--- src/rtl/decode_stage_pipe.sv ---
// decode_stage_pipe
// RV32I decode stage with an integrated register file and ID/EX pipeline
// register. It decodes one instruction per cycle, reads operands with an
// optional same-cycle write-back bypass, stalls the front end on a load-use
// hazard and squashes the decode slot on a flush from EX.
//
// Ports:
//   clk, rst_n             clock, synchronous active-low reset
//   in_valid/in_inst/in_pc IF/ID slot contents
//   flush_i                squash the decode slot
//   wb_en/wb_rd/wb_data    register-file write port
//   stall_o                combinational; IF/ID must hold
//   ex_*                   registered ID/EX contents (controls, operands, imm)
//   ex_illegal             the current bubble came from an illegal instruction

module decode_stage_pipe #(
  parameter int XLEN      = 32,
  parameter int NREGS     = 32,
  parameter bit RF_BYPASS = 1'b1
) (
  input  logic            clk,
  input  logic            rst_n,
  input  logic            in_valid,
  input  logic [31:0]     in_inst,
  input  logic [XLEN-1:0] in_pc,
  input  logic            flush_i,
  input  logic            wb_en,
  input  logic [4:0]      wb_rd,
  input  logic [XLEN-1:0] wb_data,
  output logic            stall_o,
  output logic            ex_valid,
  output logic [XLEN-1:0] ex_pc,
  output logic [XLEN-1:0] ex_ru1,
  output logic [XLEN-1:0] ex_ru2,
  output logic [XLEN-1:0] ex_imm,
  output logic [4:0]      ex_rd,
  output logic [4:0]      ex_rs1,
  output logic [4:0]      ex_rs2,
  output logic            ex_AluASrc,
  output logic            ex_AluBSrc,
  output logic            ex_RuWr,
  output logic            ex_DMWr,
  output logic [1:0]      ex_RUDataWrSrc,
  output logic [3:0]      ex_AluOp,
  output logic [4:0]      ex_BrOp,
  output logic [2:0]      ex_DMCtrl,
  output logic            ex_illegal
);

  localparam int IDXW = $clog2(NREGS);
  localparam logic [5:0] NREGS6 = 6'(NREGS);

  localparam logic [6:0] OP_R      = 7'b0110011;
  localparam logic [6:0] OP_IALU   = 7'b0010011;
  localparam logic [6:0] OP_LOAD   = 7'b0000011;
  localparam logic [6:0] OP_STORE  = 7'b0100011;
  localparam logic [6:0] OP_BRANCH = 7'b1100011;
  localparam logic [6:0] OP_LUI    = 7'b0110111;
  localparam logic [6:0] OP_AUIPC  = 7'b0010111;
  localparam logic [6:0] OP_JAL    = 7'b1101111;
  localparam logic [6:0] OP_JALR   = 7'b1100111;

  logic [XLEN-1:0] rf [NREGS];

  logic [6:0]      opcode;
  logic [2:0]      funct3;
  logic            knownOp, usesRs1, usesRs2, usesRd, illegal, hazard;
  logic [4:0]      rs1Idx, rs2Idx, rdIdx;
  logic [31:0]     imm32;
  logic [XLEN-1:0] decImm, ru1, ru2;
  logic            decASrc, decBSrc, decRuWr, decDMWr;
  logic [1:0]      decWrSrc;
  logic [3:0]      decAluOp;
  logic [4:0]      decBrOp;
  logic [2:0]      decDMCtrl;

  assign opcode = in_inst[6:0];
  assign funct3 = in_inst[14:12];

  // Format decode. Register indices a format does not use are zeroed so
  // that they never take part in hazard checks or illegal-index checks.
  always_comb begin
    knownOp   = 1'b1;
    usesRs1   = 1'b0;
    usesRs2   = 1'b0;
    usesRd    = 1'b0;
    imm32     = '0;
    decASrc   = 1'b0;
    decBSrc   = 1'b1;
    decRuWr   = 1'b0;
    decDMWr   = 1'b0;
    decWrSrc  = 2'b00;
    decAluOp  = 4'b0000;
    decBrOp   = 5'b00000;
    decDMCtrl = 3'b000;
    case (opcode)
      OP_R: begin
        usesRs1 = 1'b1; usesRs2 = 1'b1; usesRd = 1'b1;
        decBSrc = 1'b0; decRuWr = 1'b1;
        decAluOp = {in_inst[30], funct3};
      end
      OP_IALU: begin
        usesRs1 = 1'b1; usesRd = 1'b1; decRuWr = 1'b1;
        imm32 = {{20{in_inst[31]}}, in_inst[31:20]};
        // Only the shift-right group carries funct7[5] (srai vs srli).
        decAluOp = {(funct3 == 3'b101) & in_inst[30], funct3};
      end
      OP_LOAD: begin
        usesRs1 = 1'b1; usesRd = 1'b1; decRuWr = 1'b1;
        decWrSrc = 2'b01; decDMCtrl = funct3;
        imm32 = {{20{in_inst[31]}}, in_inst[31:20]};
      end
      OP_STORE: begin
        usesRs1 = 1'b1; usesRs2 = 1'b1; decDMWr = 1'b1; decDMCtrl = funct3;
        imm32 = {{20{in_inst[31]}}, in_inst[31:25], in_inst[11:7]};
      end
      OP_BRANCH: begin
        usesRs1 = 1'b1; usesRs2 = 1'b1; decASrc = 1'b1; decBSrc = 1'b0;
        decBrOp = {2'b01, funct3};
        imm32 = {{19{in_inst[31]}}, in_inst[31], in_inst[7], in_inst[30:25], in_inst[11:8], 1'b0};
      end
      OP_LUI: begin
        usesRd = 1'b1; decRuWr = 1'b1;
        imm32 = {in_inst[31:12], 12'b0};
      end
      OP_AUIPC: begin
        usesRd = 1'b1; decRuWr = 1'b1; decASrc = 1'b1;
        imm32 = {in_inst[31:12], 12'b0};
      end
      OP_JAL: begin
        usesRd = 1'b1; decRuWr = 1'b1; decASrc = 1'b1;
        decWrSrc = 2'b10; decBrOp = 5'b10000;
        imm32 = {{11{in_inst[31]}}, in_inst[31], in_inst[19:12], in_inst[20], in_inst[30:21], 1'b0};
      end
      OP_JALR: begin
        usesRs1 = 1'b1; usesRd = 1'b1; decRuWr = 1'b1;
        decWrSrc = 2'b10; decBrOp = 5'b10000;
        imm32 = {{20{in_inst[31]}}, in_inst[31:20]};
      end
      default: knownOp = 1'b0;
    endcase
  end

  assign rs1Idx = usesRs1 ? in_inst[19:15] : 5'd0;
  assign rs2Idx = usesRs2 ? in_inst[24:20] : 5'd0;
  assign rdIdx  = usesRd  ? in_inst[11:7]  : 5'd0;
  assign decImm = {{(XLEN-31){imm32[31]}}, imm32[30:0]};

  assign illegal = !knownOp
                 || ({1'b0, rs1Idx} >= NREGS6)
                 || ({1'b0, rs2Idx} >= NREGS6)
                 || ({1'b0, rdIdx}  >= NREGS6);

  // Operand read. x0 and out-of-range indices read 0; a write-back to the
  // same register in this cycle is forwarded when the bypass is enabled.
  always_comb begin
    ru1 = '0;
    ru2 = '0;
    if (rs1Idx != 5'd0 && {1'b0, rs1Idx} < NREGS6) ru1 = rf[rs1Idx[IDXW-1:0]];
    if (rs2Idx != 5'd0 && {1'b0, rs2Idx} < NREGS6) ru2 = rf[rs2Idx[IDXW-1:0]];
    if (RF_BYPASS && wb_en && wb_rd != 5'd0) begin
      if (wb_rd == rs1Idx) ru1 = wb_data;
      if (wb_rd == rs2Idx) ru2 = wb_data;
    end
    if (opcode == OP_LUI) ru1 = '0;
  end

  // Load-use hazard: the load in ID/EX produces a register this instruction
  // reads. A flush wins because the slot is being discarded anyway.
  assign hazard = in_valid && ex_valid && ex_RuWr && (ex_RUDataWrSrc == 2'b01)
               && (ex_rd != 5'd0)
               && ((usesRs1 && rs1Idx == ex_rd) || (usesRs2 && rs2Idx == ex_rd));
  assign stall_o = hazard && !flush_i;

  // Register file; write-back proceeds regardless of stall or flush.
  always_ff @(posedge clk) begin
    if (!rst_n) begin
      for (int i = 0; i < NREGS; i++) rf[i] <= '0;
    end else if (wb_en && wb_rd != 5'd0 && {1'b0, wb_rd} < NREGS6) begin
      rf[wb_rd[IDXW-1:0]] <= wb_data;
    end
  end

  // ID/EX register: everything defaults to a bubble, then the decoded
  // instruction is loaded only when nothing ahead of it in priority fires.
  always_ff @(posedge clk) begin
    ex_valid       <= 1'b0;
    ex_pc          <= '0;
    ex_ru1         <= '0;
    ex_ru2         <= '0;
    ex_imm         <= '0;
    ex_rd          <= '0;
    ex_rs1         <= '0;
    ex_rs2         <= '0;
    ex_AluASrc     <= 1'b0;
    ex_AluBSrc     <= 1'b0;
    ex_RuWr        <= 1'b0;
    ex_DMWr        <= 1'b0;
    ex_RUDataWrSrc <= '0;
    ex_AluOp       <= '0;
    ex_BrOp        <= '0;
    ex_DMCtrl      <= '0;
    ex_illegal     <= 1'b0;
    if (rst_n && !flush_i && !stall_o && in_valid) begin
      if (illegal) begin
        ex_illegal <= 1'b1;
      end else begin
        ex_valid       <= 1'b1;
        ex_pc          <= in_pc;
        ex_ru1         <= ru1;
        ex_ru2         <= ru2;
        ex_imm         <= decImm;
        ex_rd          <= rdIdx;
        ex_rs1         <= rs1Idx;
        ex_rs2         <= rs2Idx;
        ex_AluASrc     <= decASrc;
        ex_AluBSrc     <= decBSrc;
        ex_RuWr        <= decRuWr;
        ex_DMWr        <= decDMWr;
        ex_RUDataWrSrc <= decWrSrc;
        ex_AluOp       <= decAluOp;
        ex_BrOp        <= decBrOp;
        ex_DMCtrl      <= decDMCtrl;
      end
    end
  end

endmodule

--- config.mk ---
export PLATFORM = sky130hd
export DESIGN_NAME = decode_stage_pipe
export DESIGN_NICKNAME = d
export VERILOG_FILES = /design/src/rtl/decode_stage_pipe.sv
export SDC_FILE = /design/constraint.sdc
export NUM_CORES = 2
export LEC_CHECK = 0
export CORE_AREA = 2 2 321 323
export CTS_CLUSTER_SIZE = 40
export DETAILED_ROUTE_END_ITERATION = 6
export DIE_AREA = 0 0 323 325
export HOLD_SLACK_MARGIN = 0.05
export PLACE_DENSITY = 0.79
export SLEW_MARGIN = 5
export SYNTH_ARGS = -nofsm -noshare
export SYNTH_HDL_FRONTEND = slang
export SYNTH_SLANG_ARGS = --single-unit
export TNS_END_PERCENT = 100
--- constraint.sdc ---
create_clock -name clk -period 6.6 [get_ports clk]
set_input_delay 1.32 -clock clk [delete_from_list [all_inputs] [get_ports clk]]
set_output_delay 1.32 -clock clk [all_outputs]
set_load 0.01 [all_outputs]
==> flow_summary.toml <==
[run_status]
status = "finished, violations left"
violations = "DRC"

[setup_path]
cp.arrival_ps = 4190
crit_fanout = 11
required_ps = 5280
crit_chain = "clkdlybuf4s50_1 > and3b_1 > nand3_2 > nor3_1 > o221ai_2 > inv_1 > clkdlybuf4s50_1"
cp_slowest_cell = "clkdlybuf4s50_1"
cp-end-kind = "output pin"
critPathLaunchType = "primary input"
crit_type = "primary input to output pin"
critPathMaxStageDelay_ps = 650
cp_common_cell = "clkdlybuf4s50_1"

[global_routing]
antenna_found_initial = 25
first_global_vias = 48970
grt_pass1_wl_mm = 332.2
overflow = 0
grt_usage_pct = 43.70
grt_max_degree = 125

[floorplanning]
fp.dieArea_um2 = 105000
die_h_um = 325
die_x_um = 323
core-area_um2 = 101300
io_pins = 270
initial_utilization_pct = 59.55
num_rows = 117

[placement]
dp.cells = 6645
post-dp-hpwl_mm = 138.0
place_area_um2 = 64500
io_buffers = 269
gp_congestion = 0.9806

[yosys]
yosys.area_share.simple_pct = 16.88
synth_top_family_by_area = "simple AND/OR/NAND/NOR gates"
synth_top_area_cell = "edfxtp_1"
synth_cells = 5364
ys_seq_elements = 1187
synth_seq_area_share_pct = 56.38
syn-cell-area_um2 = 60330
muxShareOfSynthArea_pct = 6.842
synthTopCellsByArea = "edfxtp_1, and2_1, dfxtp_1"
synth_edf_count = 1024
syn_area_per_cell_um2 = 11.25
synth_top_flop_cell = "edfxtp_1"
yosys_warnings = 0
async_reset_ff_share_pct = 0
synth_fa_ha_area_share_pct = 0
synth_compound_area_share_pct = 15.47
yosysUniqueCellTypes = 88
synthXorXnorAreaFrac_pct = 0.2323
synth_top_area_share_pct = 50.97

[sta]
timing_hold_violations_final = 0
worstMarginPinSlew_ps = 1430
fin_crit_ps = 5507
slew_viol_final = 0
maxSlewHeadroom_pct = 4.393
rsz0062_at_grt = "no"
fin_setup_tns_ps = 0
fmax_mhz = 181.6
timing.hold.ws_ps = 827.7
fin_skew_ps = 23.15
final.period_utilization_pct = 83.44
finalSetupViolations = 0

[clock_network]
cts_tree = "built"
cts.sinks = 1187
cts_resized = 0
cts.clk_slew.worst_paths_ps = 60
clk_latency_ps = 750
htree_num_levels = 3
cts_buffers = 121
root_buffer = "clkbuf_16"
hold_buffers = 0
cts_setup_buffers = 0
clk_path_buf_depth = 3

[detailed_routing]
wirelength_mm = 235.7
drt-pass1-iter-count = 7
final_antenna_net_count = 0
vias = 51200
drtIter0Drc = 10790
wire_per_inst_um = 34.20
avgViaCountPerCell = 7.430
post-route-drc-count = 119

[layout]
final_cell_count_no_fill = 6891
layout_common_cells = "and2_1, edfxtp_1, nand2_1, clkdlybuf4s50_1, o21ai_0"
drive_above_1_share_pct = 12.18
area_delta_synth_final_pct = 13.55
layout_commonest_cell = "and2_1"
nets = 5507
final_area_um2 = 68500

[power_and_ir_drop]
ir_worst_vdd_mv = 0.2266
p_leak_nw = 23.39
p_int_mw = 12.78
comb_power_share_pct = 7.9
p_sw_mw = 4.131
p_clk_share_pct = 40.5
p_per_area_nw_per_um2 = 246.9
p_sw_share_pct = 24.43
p_seq_share_pct = 51.6

[min_path]
hp-class = "register to register"

[flow_run]
cap_violations = 0
per-stage QoR:
step,utilization [%],power (mW),setup WS (ps)
CTS,67.56,16.77,1173
detailed placement,63.67,10.11,1075
floorplan,-,9.548,1508
global placement,63.67,10.07,1206
global route,67.60,17.19,934.7
finish,67.62,16.91,1093
cell usage after synthesis (11+ instances only):
library cell  count
xnor2_1          12
o311ai_1         31
a221oi_1         87
a22o_1           22
o22ai_1         199
a21oi_1         188
nor2_1          226
a31oi_1          45
nand4_1          12
o32ai_1          33
a211oi_1         77
buf_6            20
clkbuf_1        413
a222oi_1         46
edfxtp_1       1024
a211o_1          11
nor3_1           99
o211ai_1         43
or3_1            31
o31ai_1          17
a32o_1           14
buf_1            26
a22oi_1          29
o221a_2          13
and2_1         1040
mux2i_1         229
nand2_1         290
mux2_2          162
and3_1           15
nor2b_1          20
o221ai_1        131
a221o_1          37
dfxtp_1         163
o21ai_0         266
buf_4            14
nand3_1          73
buf_2            95
cell type report:
type,instances,area (um2)
flip-flops and latches,1187,34010
fillers,7212,32800
multi-input cells,3625,24490
repair buffers,454,4253
clock buffers,187,3616
well taps,1368,1712
clock inverters,44,331.6
inverters,12,45.04
diodes,14,35.03
cells by family (layout without fill, tap and decap cells):
group / count (synthesis) / after routing
other cells: 1 / 46
flops: 1187 / 1187
mux: 392 / 392
xor+xnor: 16 / 16
buf+inv: 583 / 697
compound gates: 1334 / 1334
simple gates: 1851 / 1851
worst max-delay path: cells and delay by family:
family                 cells  cell delay, ps
and+or+nand+nor            3            1400
AOI/OAI and AO/OA          1             180
buffers and inverters      3            1280
worst paths after layout:
kind | start | end | slack (ps) | cells after the start
max reg2reg | ex_rd[1] | ex_ru1[30] | 2860 | 8
max | in_inst[3] | stall_o | 1090 | 7
min reg2reg | rf[1][5] | ex_ru2[5] | 830 | 4
min | rf[1][5] | ex_ru2[5] | 830 | 4
flip-flops by register name, indices dropped and copies added (netlist names):
register and flops:
ex_DMCtrl 3, ex_ru2 32, ex_valid 1, ex_RUDataWrSrc 2, ex_rs2 5, ex_rd 5
ex_illegal 1, ex_BrOp 5, ex_AluASrc 1, ex_ru1 32, ex_DMWr 1, ex_RuWr 1
ex_rs1 5, ex_AluBSrc 1, ex_pc 32, ex_AluOp 4, rf 1024, ex_imm 32
layer usage:
metal	vias up	part of all wire, %	GRT usage, %
met5	-	0.076	0
met4	18	9.1	32.37
met3	1422	18	17.30
met2	5680	41	61.39
met1	23890	32	54.29
li1	20180	-	-
power groups by stage:
stage          clock, mW  sequential, mW  combinational (mW)
6_report            6.85            8.72                1.34
5_1_grt             7.08            8.74                1.36
4_1_cts             6.80            8.70                1.26
3_5_place_dp           0            8.86                1.26
3_3_place_gp           0            8.83                1.23
2_1_floorplan          0            8.81               0.740
Power figures use the tool's default switching activity.
